## src/rtl/sdram_arbiter.sv

```systemverilog
// sdram_arbiter: round-robin arbiter between clients A/B (req/addr/rw/wdata -> ack/rdata/rvalid) and the sdram controller (addr/rw/data_in/in_valid <- busy/out_valid/data_out), sticky timeout err
module sdram_arbiter #(
  parameter int ADDR_W  = 23,
  parameter int DATA_W  = 32,
  parameter int TIMEOUT = 1023
) (
  input  logic              clk,
  input  logic              rst,
  input  logic              a_req,
  input  logic [ADDR_W-1:0] a_addr,
  input  logic              a_rw,
  input  logic [DATA_W-1:0] a_wdata,
  output logic              a_ack,
  output logic [DATA_W-1:0] a_rdata,
  output logic              a_rvalid,
  input  logic              b_req,
  input  logic [ADDR_W-1:0] b_addr,
  input  logic              b_rw,
  input  logic [DATA_W-1:0] b_wdata,
  output logic              b_ack,
  output logic [DATA_W-1:0] b_rdata,
  output logic              b_rvalid,
  output logic [ADDR_W-1:0] addr,
  output logic              rw,
  output logic [DATA_W-1:0] data_in,
  output logic              in_valid,
  input  logic              busy,
  input  logic [DATA_W-1:0] data_out,
  input  logic              out_valid,
  output logic              err
);
  localparam int CNT_W = $clog2(TIMEOUT + 1);
  typedef enum logic [1:0] {IDLE, ISSUE, WAIT_BUSY, WAIT_DONE} state_t;
  state_t r_state, w_next;
  logic r_owner_b, r_last_b, r_got;
  logic [CNT_W-1:0] r_cnt;
  logic w_gnt_b, w_cap, w_done, w_tmo;
  always_comb begin
    w_gnt_b = b_req && (!a_req || !r_last_b);
    w_cap = r_state == WAIT_DONE && out_valid && !rw && !r_got;
    w_done = !busy && (rw || r_got || w_cap);
    w_tmo = r_cnt == CNT_W'(TIMEOUT - 1);
    w_next = r_state;
    unique case (r_state)
      IDLE:      w_next = (a_req || b_req) ? ISSUE : IDLE;
      ISSUE:     w_next = busy ? ISSUE : WAIT_BUSY;
      WAIT_BUSY: w_next = WAIT_DONE;
      default:   w_next = (w_done || w_tmo) ? IDLE : WAIT_DONE;
    endcase
  end
  always_ff @(posedge clk) begin
    if (rst) begin
      r_state   <= IDLE;
      r_owner_b <= 1'b0;
      r_last_b  <= 1'b1;
      r_got     <= 1'b0;
      r_cnt     <= '0;
      addr      <= '0;
      rw        <= 1'b0;
      data_in   <= '0;
      in_valid  <= 1'b0;
      a_ack     <= 1'b0;
      b_ack     <= 1'b0;
      a_rvalid  <= 1'b0;
      b_rvalid  <= 1'b0;
      a_rdata   <= '0;
      b_rdata   <= '0;
      err       <= 1'b0;
    end else begin
      r_state  <= w_next;
      a_ack    <= 1'b0;
      b_ack    <= 1'b0;
      a_rvalid <= 1'b0;
      b_rvalid <= 1'b0;
      if (r_state == IDLE && (a_req || b_req)) begin
        addr      <= w_gnt_b ? b_addr : a_addr;
        rw        <= w_gnt_b ? b_rw : a_rw;
        data_in   <= w_gnt_b ? b_wdata : a_wdata;
        r_owner_b <= w_gnt_b;
        r_last_b  <= w_gnt_b;
        in_valid  <= 1'b1;
      end
      if (r_state == ISSUE && !busy) begin
        in_valid <= 1'b0;
        a_ack    <= !r_owner_b;
        b_ack    <= r_owner_b;
        r_cnt    <= '0;
        r_got    <= 1'b0;
      end
      if (r_state == WAIT_DONE) begin
        r_cnt <= r_cnt + CNT_W'(1);
        if (w_cap && (w_done || !w_tmo)) begin
          r_got    <= 1'b1;
          a_rvalid <= !r_owner_b;
          b_rvalid <= r_owner_b;
          if (r_owner_b) b_rdata <= data_out;
          else a_rdata <= data_out;
        end
        if (w_tmo && !w_done) err <= 1'b1;
      end
    end
  end
endmodule

```

## config.mk

```make
export PLATFORM = sky130hd
export DESIGN_NAME = sdram_arbiter
export DESIGN_NICKNAME = d
export VERILOG_FILES = /design/src/rtl/sdram_arbiter.sv
export SDC_FILE = /design/constraint.sdc
export NUM_CORES = 1
export LEC_CHECK = 0
export ABC_AREA = 1
export CORE_MARGIN = 2
export CORE_UTILIZATION = 57
export DETAILED_ROUTE_END_ITERATION = 12
export DONT_BUFFER_PORTS = 1
export PLACE_DENSITY = 0.73
export SYNTH_ARGS = -nofsm -noshare
export SYNTH_HDL_FRONTEND = slang
export SYNTH_SLANG_ARGS = --single-unit
```

## constraint.sdc

```tcl
create_clock -name clk -period 1.4 [get_ports clk]
set_clock_uncertainty 0.05 [all_clocks]
set_input_delay 0.28 -clock clk [delete_from_list [all_inputs] [get_ports clk]]
set_output_delay 0.28 -clock clk [all_outputs]
set_load 0.005 [all_outputs]
```

-- Word-level counts from Yosys, hierarchy flattened
Index checks and enable logic that the tools add are counted.
- $add $sub $neg: 1
- eq/ne operators: 4
- multiplexer cells: 12
- bitwise logic cells: 4
- reductions and logical operators: 31
- operator list (kind ; number):
    $mux W32 ; 1
    $mux W23 ; 1
    $mux W10 ; 2
    $add A10 B1 Y10 const B ; 1
    $eq A10 B10 Y1 const B ; 1
    $logic_and A1 B1 Y1 ; 9
    $logic_not A1 Y1 ; 8
    $logic_or A1 B1 Y1 ; 6
    $pmux W2 S3 ; 1
    $reduce_and A3 Y1 ; 2
    $mux W1 ; 5
    $eq A2 B2 Y1 const B ; 2
    $mux W2 ; 2
    $not A1 Y1 ; 4
    $reduce_or A2 Y1 ; 2
    $reduce_or A3 Y1 ; 1
    $eq A2 B1 Y1 const B ; 1
    $logic_not A2 Y1 ; 1
    $reduce_and A2 Y1 ; 1
    $reduce_bool A2 Y1 ; 1
- bits in registers: 141
- input bits: 150
- output and inout port bits: 126
- logic and storage cells: 68

-- Depth between registers and ports, before layout
- word-level depth: 10
- mapped depth: 11
- depth with buffers taken out: 10

-- Worst setup path after synthesis
OpenSTA, ideal clock, no wires.
- kind: register to register
- start point: register r_state[1]
- end point: register a_rdata[10]
- library setup time: 0.110 ns
- data arrival time: 1.357 ns
- required time: 1.240 ns
- setup slack: -0.117 ns
- stages on the path, launching flop included: 10
- path buffers: 2
- period minus slack after synthesis: 1.517 ns
- cells stage by stage: dfxtp_1 -> nand2_1 -> inv_2 -> nand2_2 -> nor3_4 -> buf_4 -> buf_4 -> nand4_1 -> nand2_1 -> nor2_1
- word-level cells in the longest chain between the ends: 9
- RTL lines (element ; RTL line ; RTL):
    start: declaration ; 34 ; state_t r_state, w_next;
    start signal: assignment ; 70 ; r_state <= w_next;
    $eq A2 B2 Y1 (*) ; 40, 90 ;
    $logic_and A1 B1 Y1 (3 in series) ; 40 ; w_cap = r_state == WAIT_DONE && out_valid && !rw && !r_got;
    $logic_or A1 B1 Y1 ; 41 ; w_done = !busy && (rw || r_got || w_cap);
    $logic_and A1 B1 Y1 ; 41 ;
    $logic_or A1 B1 Y1 ; 92 ; if (w_cap && (w_done || !w_tmo)) begin
    $logic_and A1 B1 Y1 ; 92 ;
    $reduce_and A3 Y1 (no source line) (*) ; - ;
    end signal: assignment ; 97 ; else a_rdata <= data_out;
    end: declaration ; 14 ; output logic [DATA_W-1:0] a_rdata,
Mark *: on every way between the ends. The rest lies on a longest branch, timed or not.
A chain may end at the register's enable or synchronous reset.

-- Worst setup path in the final report
- start point: register r_cnt[0]
- end point: register b_rdata[2]
- word-level cells in the longest chain between the ends: 5
- RTL lines (element ; RTL line ; RTL):
    start: declaration ; 36 ; logic [CNT_W-1:0] r_cnt;
    start signal: assignment ; 91 ; r_cnt <= r_cnt + CNT_W'(1);
    $eq A10 B10 Y1 ; 42 ; w_tmo = r_cnt == CNT_W'(TIMEOUT - 1);
    $logic_not A1 Y1 ; 92 ;
    $logic_or A1 B1 Y1 ; 92 ;
    $logic_and A1 B1 Y1 ; 92 ;
    $reduce_and A3 Y1 (no source line) ; - ;
    end signal: assignment ; 96 ; if (r_owner_b) b_rdata <= data_out;
    end: declaration ; 21 ; output logic [DATA_W-1:0] b_rdata,
Every way passes these cells.

==> metrics.txt <==
logic depth of the worst register-to-register path=10; peak clock frequency supported by timing=576 MHz; worst slew slack as a fraction of its limit=57.7%; R2R Path End=b_rdata[2]; fraction of final layout cells with drive strength greater than 1=19.5%; Compound-Gate Fraction of Synth Area=12.0%; Data required, critical path=1.66 ns; number of standard cells after synthesis=951; Cell Rows=38; TritonCTS clock tree=yes; total nets after synthesis=1103; critical path's top delay family=simple AND/OR/NAND/NOR gates; Seq/Total Area, Yosys=43.9%; count of H-tree levels built during CTS=4; Finished Core Util=89.0%; post-synthesis mux area share=0%; Setup Total Neg Slack=-27.74 ns; post-synthesis share of cell area spent on and, or, nand and nor gates=28.2%; count of buffer and inverter cells on the critical path=3; Post-Synth XOR/XNOR Area=0%; endpoints failing setup=141; number of I/O pins=276; routed len/inst=24.0 µm; setup repair after global routing missed its margin=yes; category of the worst setup path launch point=register; max-cap viol count=0; share of Yosys cell area claimed by the top area cell type=43.9%; final standard cell area without fillers=9730 µm²; horizontal extent of the die=110 µm; violations in the final reports=negative setup slack; die area=12200 µm²; Power Dens Cells=1240 nW/µm²; flip-flop and latch count after synthesis=141; maximum number of pins on one net before global-route repair=44; WHS Endpoint=r_cnt[7]; Leakage Power=4.25 nW; cells along the critical path=inv_2 > ha_1 > nand4_1 > nor2_2 > nand2_4 > nand3_4 > buf_6 > nand2_1 > inv_1 > nor2_1; delay of the slowest critical-path stage=0.34 ns; core area=10900 µm²; slack of the critical path=-0.336 ns; Crit Path Max Fanout=7; net count reported at finish=1247; cell types with the largest area share after synthesis=sky130_fd_sc_hd__dfxtp_1, sky130_fd_sc_hd__nand2_1, sky130_fd_sc_hd__inv_1; HP Start=rst; DR DRC count=0; slew of the pin with the lowest slew margin=0.632 ns; CTS clk-pin slew, worst paths=0.06 ns; DRT antenna net count=0; worst reg2reg path startpoint=r_cnt[0]; y dimension of the die=110 µm; first drt pass iteration count=6; Via-to-Cell Ratio=6.31; cell depth of the worst min-delay path=3; worst reg2reg setup slack=-0.34 ns; synthesized-area fraction occupied by adder cells=0.389%; number of different library cells in the post-synthesis netlist=28; placed cell area=6790 µm²; number of pins exceeding their max-slew limit in the final report=0; highest-count cells in the layout ignoring fill and taps=sky130_fd_sc_hd__nand2_1, sky130_fd_sc_hd__inv_1, sky130_fd_sc_hd__dfxtp_1, sky130_fd_sc_hd__dlygate4sd3_1, sky130_fd_sc_hd__nor2_1; initial antenna violation count=1; total routing resource utilization after global routing=37.2%; Routed Wire Length=30000 µm; crit end category=register; CTS root buf=sky130_fd_sc_hd__clkbuf_16; shortest clock period the worst path allows after layout=1.74 ns; main combinational cell family by area after synthesis=simple AND/OR/NAND/NOR gates; worst path arrival time=2.00 ns; Max clock buf depth=2; commonest non-fill, non-tap cell in the layout=sky130_fd_sc_hd__nand2_1; iteration-0 DRC count of the detailed router=1278; CTS sink cnt=141; growth of design area from synthesis to finish=51.2%; slowest stage cell, crit path=sky130_fd_sc_hd__dfxtp_2; count of synthesis-stage warnings from yosys=0; number of buffer cells added on primary ports=0; global placer's final weighted congestion=0.859; Critical Path Source=r_cnt[0]; clock latency on the worst-skew pair=0.42 ns; ratio of final minimum period to clock period=124%; initial cell density of the core=58.9%; maximum ir drop on the vdd rail=1.05 mV; detailed placement HPWL=12300 µm; vias in the first global route=6764; cell taking the most area after synthesis=sky130_fd_sc_hd__dfxtp_1; synthesized area=6440 µm²; Num CTS Buffers=17; total via count after detailed routing=7893; Hold WS=0.0249 ns; Design Power=12.1 mW; final number of hold-violating endpoints=0; wire length of the first global-routing pass=34700 µm; total congestion overflow after global routing=0; syn_area_per_cell=6.77 µm²; result of the run=finished with violations; critical path class=register to register; kind of path behind the tightest hold check=primary input to register
## kinds of logic (layout without fill, tap and decap cells)
| kind of cell | Yosys count | after routing |
|---|---|---|
| flops | 141 | 141 |
| fa+ha+maj | 2 | 2 |
| other cells | 0 | 2 |
| simple gates | 428 | 428 |
| compound gates | 138 | 138 |
| buf+inv | 242 | 399 |
## per-stage QoR
step	cells	worst slack [ns]
floorplan	951	-0.0243
global placement	1066	-0.0920
detailed placement	1066	-0.148
CTS	1232	-0.125
global route	1249	-0.401
finish	1250	-0.336
## worst reg2reg max path, cell delays in order (launching register included)
cell and delay [ns]:
sky130_fd_sc_hd__dfxtp_2 0.34, sky130_fd_sc_hd__inv_2 0.06, sky130_fd_sc_hd__ha_1 0.14, sky130_fd_sc_hd__nand4_1 0.17, sky130_fd_sc_hd__nor2_2 0.22, sky130_fd_sc_hd__nand2_4 0.13, sky130_fd_sc_hd__nand3_4 0.17, sky130_fd_sc_hd__buf_6 0.16
sky130_fd_sc_hd__nand2_1 0.07, sky130_fd_sc_hd__inv_1 0.08, sky130_fd_sc_hd__nor2_1 0.05
## synthesized netlist by cell type
cell type	count
sky130_fd_sc_hd__ha_1	2
sky130_fd_sc_hd__inv_1	174
sky130_fd_sc_hd__dfxtp_1	141
sky130_fd_sc_hd__nand2_1	268
sky130_fd_sc_hd__nor3_4	1
sky130_fd_sc_hd__buf_2	14
sky130_fd_sc_hd__or2_2	1
sky130_fd_sc_hd__nand3b_1	1
sky130_fd_sc_hd__nor3_1	4
sky130_fd_sc_hd__a31oi_1	57
sky130_fd_sc_hd__o211ai_1	1
sky130_fd_sc_hd__buf_4	3
sky130_fd_sc_hd__nand3_2	2
sky130_fd_sc_hd__nand3_1	5
sky130_fd_sc_hd__o31ai_1	1
sky130_fd_sc_hd__nand4_1	65
sky130_fd_sc_hd__o21ai_0	63
sky130_fd_sc_hd__clkinv_1	1
sky130_fd_sc_hd__buf_6	8
sky130_fd_sc_hd__o21a_1	1
sky130_fd_sc_hd__inv_2	1
sky130_fd_sc_hd__clkbuf_1	31
sky130_fd_sc_hd__nand2_2	2
sky130_fd_sc_hd__buf_1	10
sky130_fd_sc_hd__a211oi_1	1
sky130_fd_sc_hd__a22oi_1	1
sky130_fd_sc_hd__nor2_1	79
sky130_fd_sc_hd__a21oi_1	13
## how the worst max path moves through the flow
| stage | end | slack (ns) | cells after the start |
|---|---|---|---|
| finish | b_rdata[2] | -0.34 | 10 |
| global route | b_rdata[4] | -0.40 | 10 |
| CTS | a_rdata[8] | -0.13 | 10 |
| detailed placement | b_rdata[16] | -0.15 | 10 |
| global placement | b_rdata[24] | -0.09 | 9 |
| floorplan | b_rdata[18] | -0.02 | 9 |
## routing by layer
metal | GRT usage [%] | routed length, µm
met4 | 21.1 | 3010
met1 | 41.6 | 9670
met5 | 0 | 0
met3 | 11.0 | 4020
met2 | 63.1 | 13300
## cell type report
| cell class | instances | area [µm²] |
|---|---|---|
| Inverter | 176 | 669 |
| Sequential cell | 141 | 2830 |
| Clock buffer | 21 | 460 |
| Clock inverter | 11 | 165 |
| Tap cell | 140 | 175 |
| Multi-Input combinational cell | 568 | 3160 |
| Fill cell | 477 | 1200 |
| Timing Repair Buffer | 191 | 2270 |
| Antenna cell | 2 | 5.00 |
## where the power goes
group	switching (mW)	leakage, nW	internal [mW]	total (mW)
logic	1.39	2.79	1.18	2.57
registers	0.379	1.15	4.30	4.68
clock network	1.76	0.307	3.07	4.83
total	3.54	4.25	8.55	12.1
## sequential cells by signal, summed over array words and instances (netlist names), 2 cells and up
register,count
a_rdata,32
b_rdata,32
data_in,32
addr,23
r_cnt,10
r_state,2
## repair_timing
item / CTS / global route
hold buffers: 109 / 0
setup endpoints to repair: 91 / 136
buffers inserted: 14 / 17
pin swaps: 8 / 11
gates cloned: 11 / 6
endpoints found under the hold margin: 67 / 0
resized for setup: 40 / 165
(Power assumes the default switching activity.)
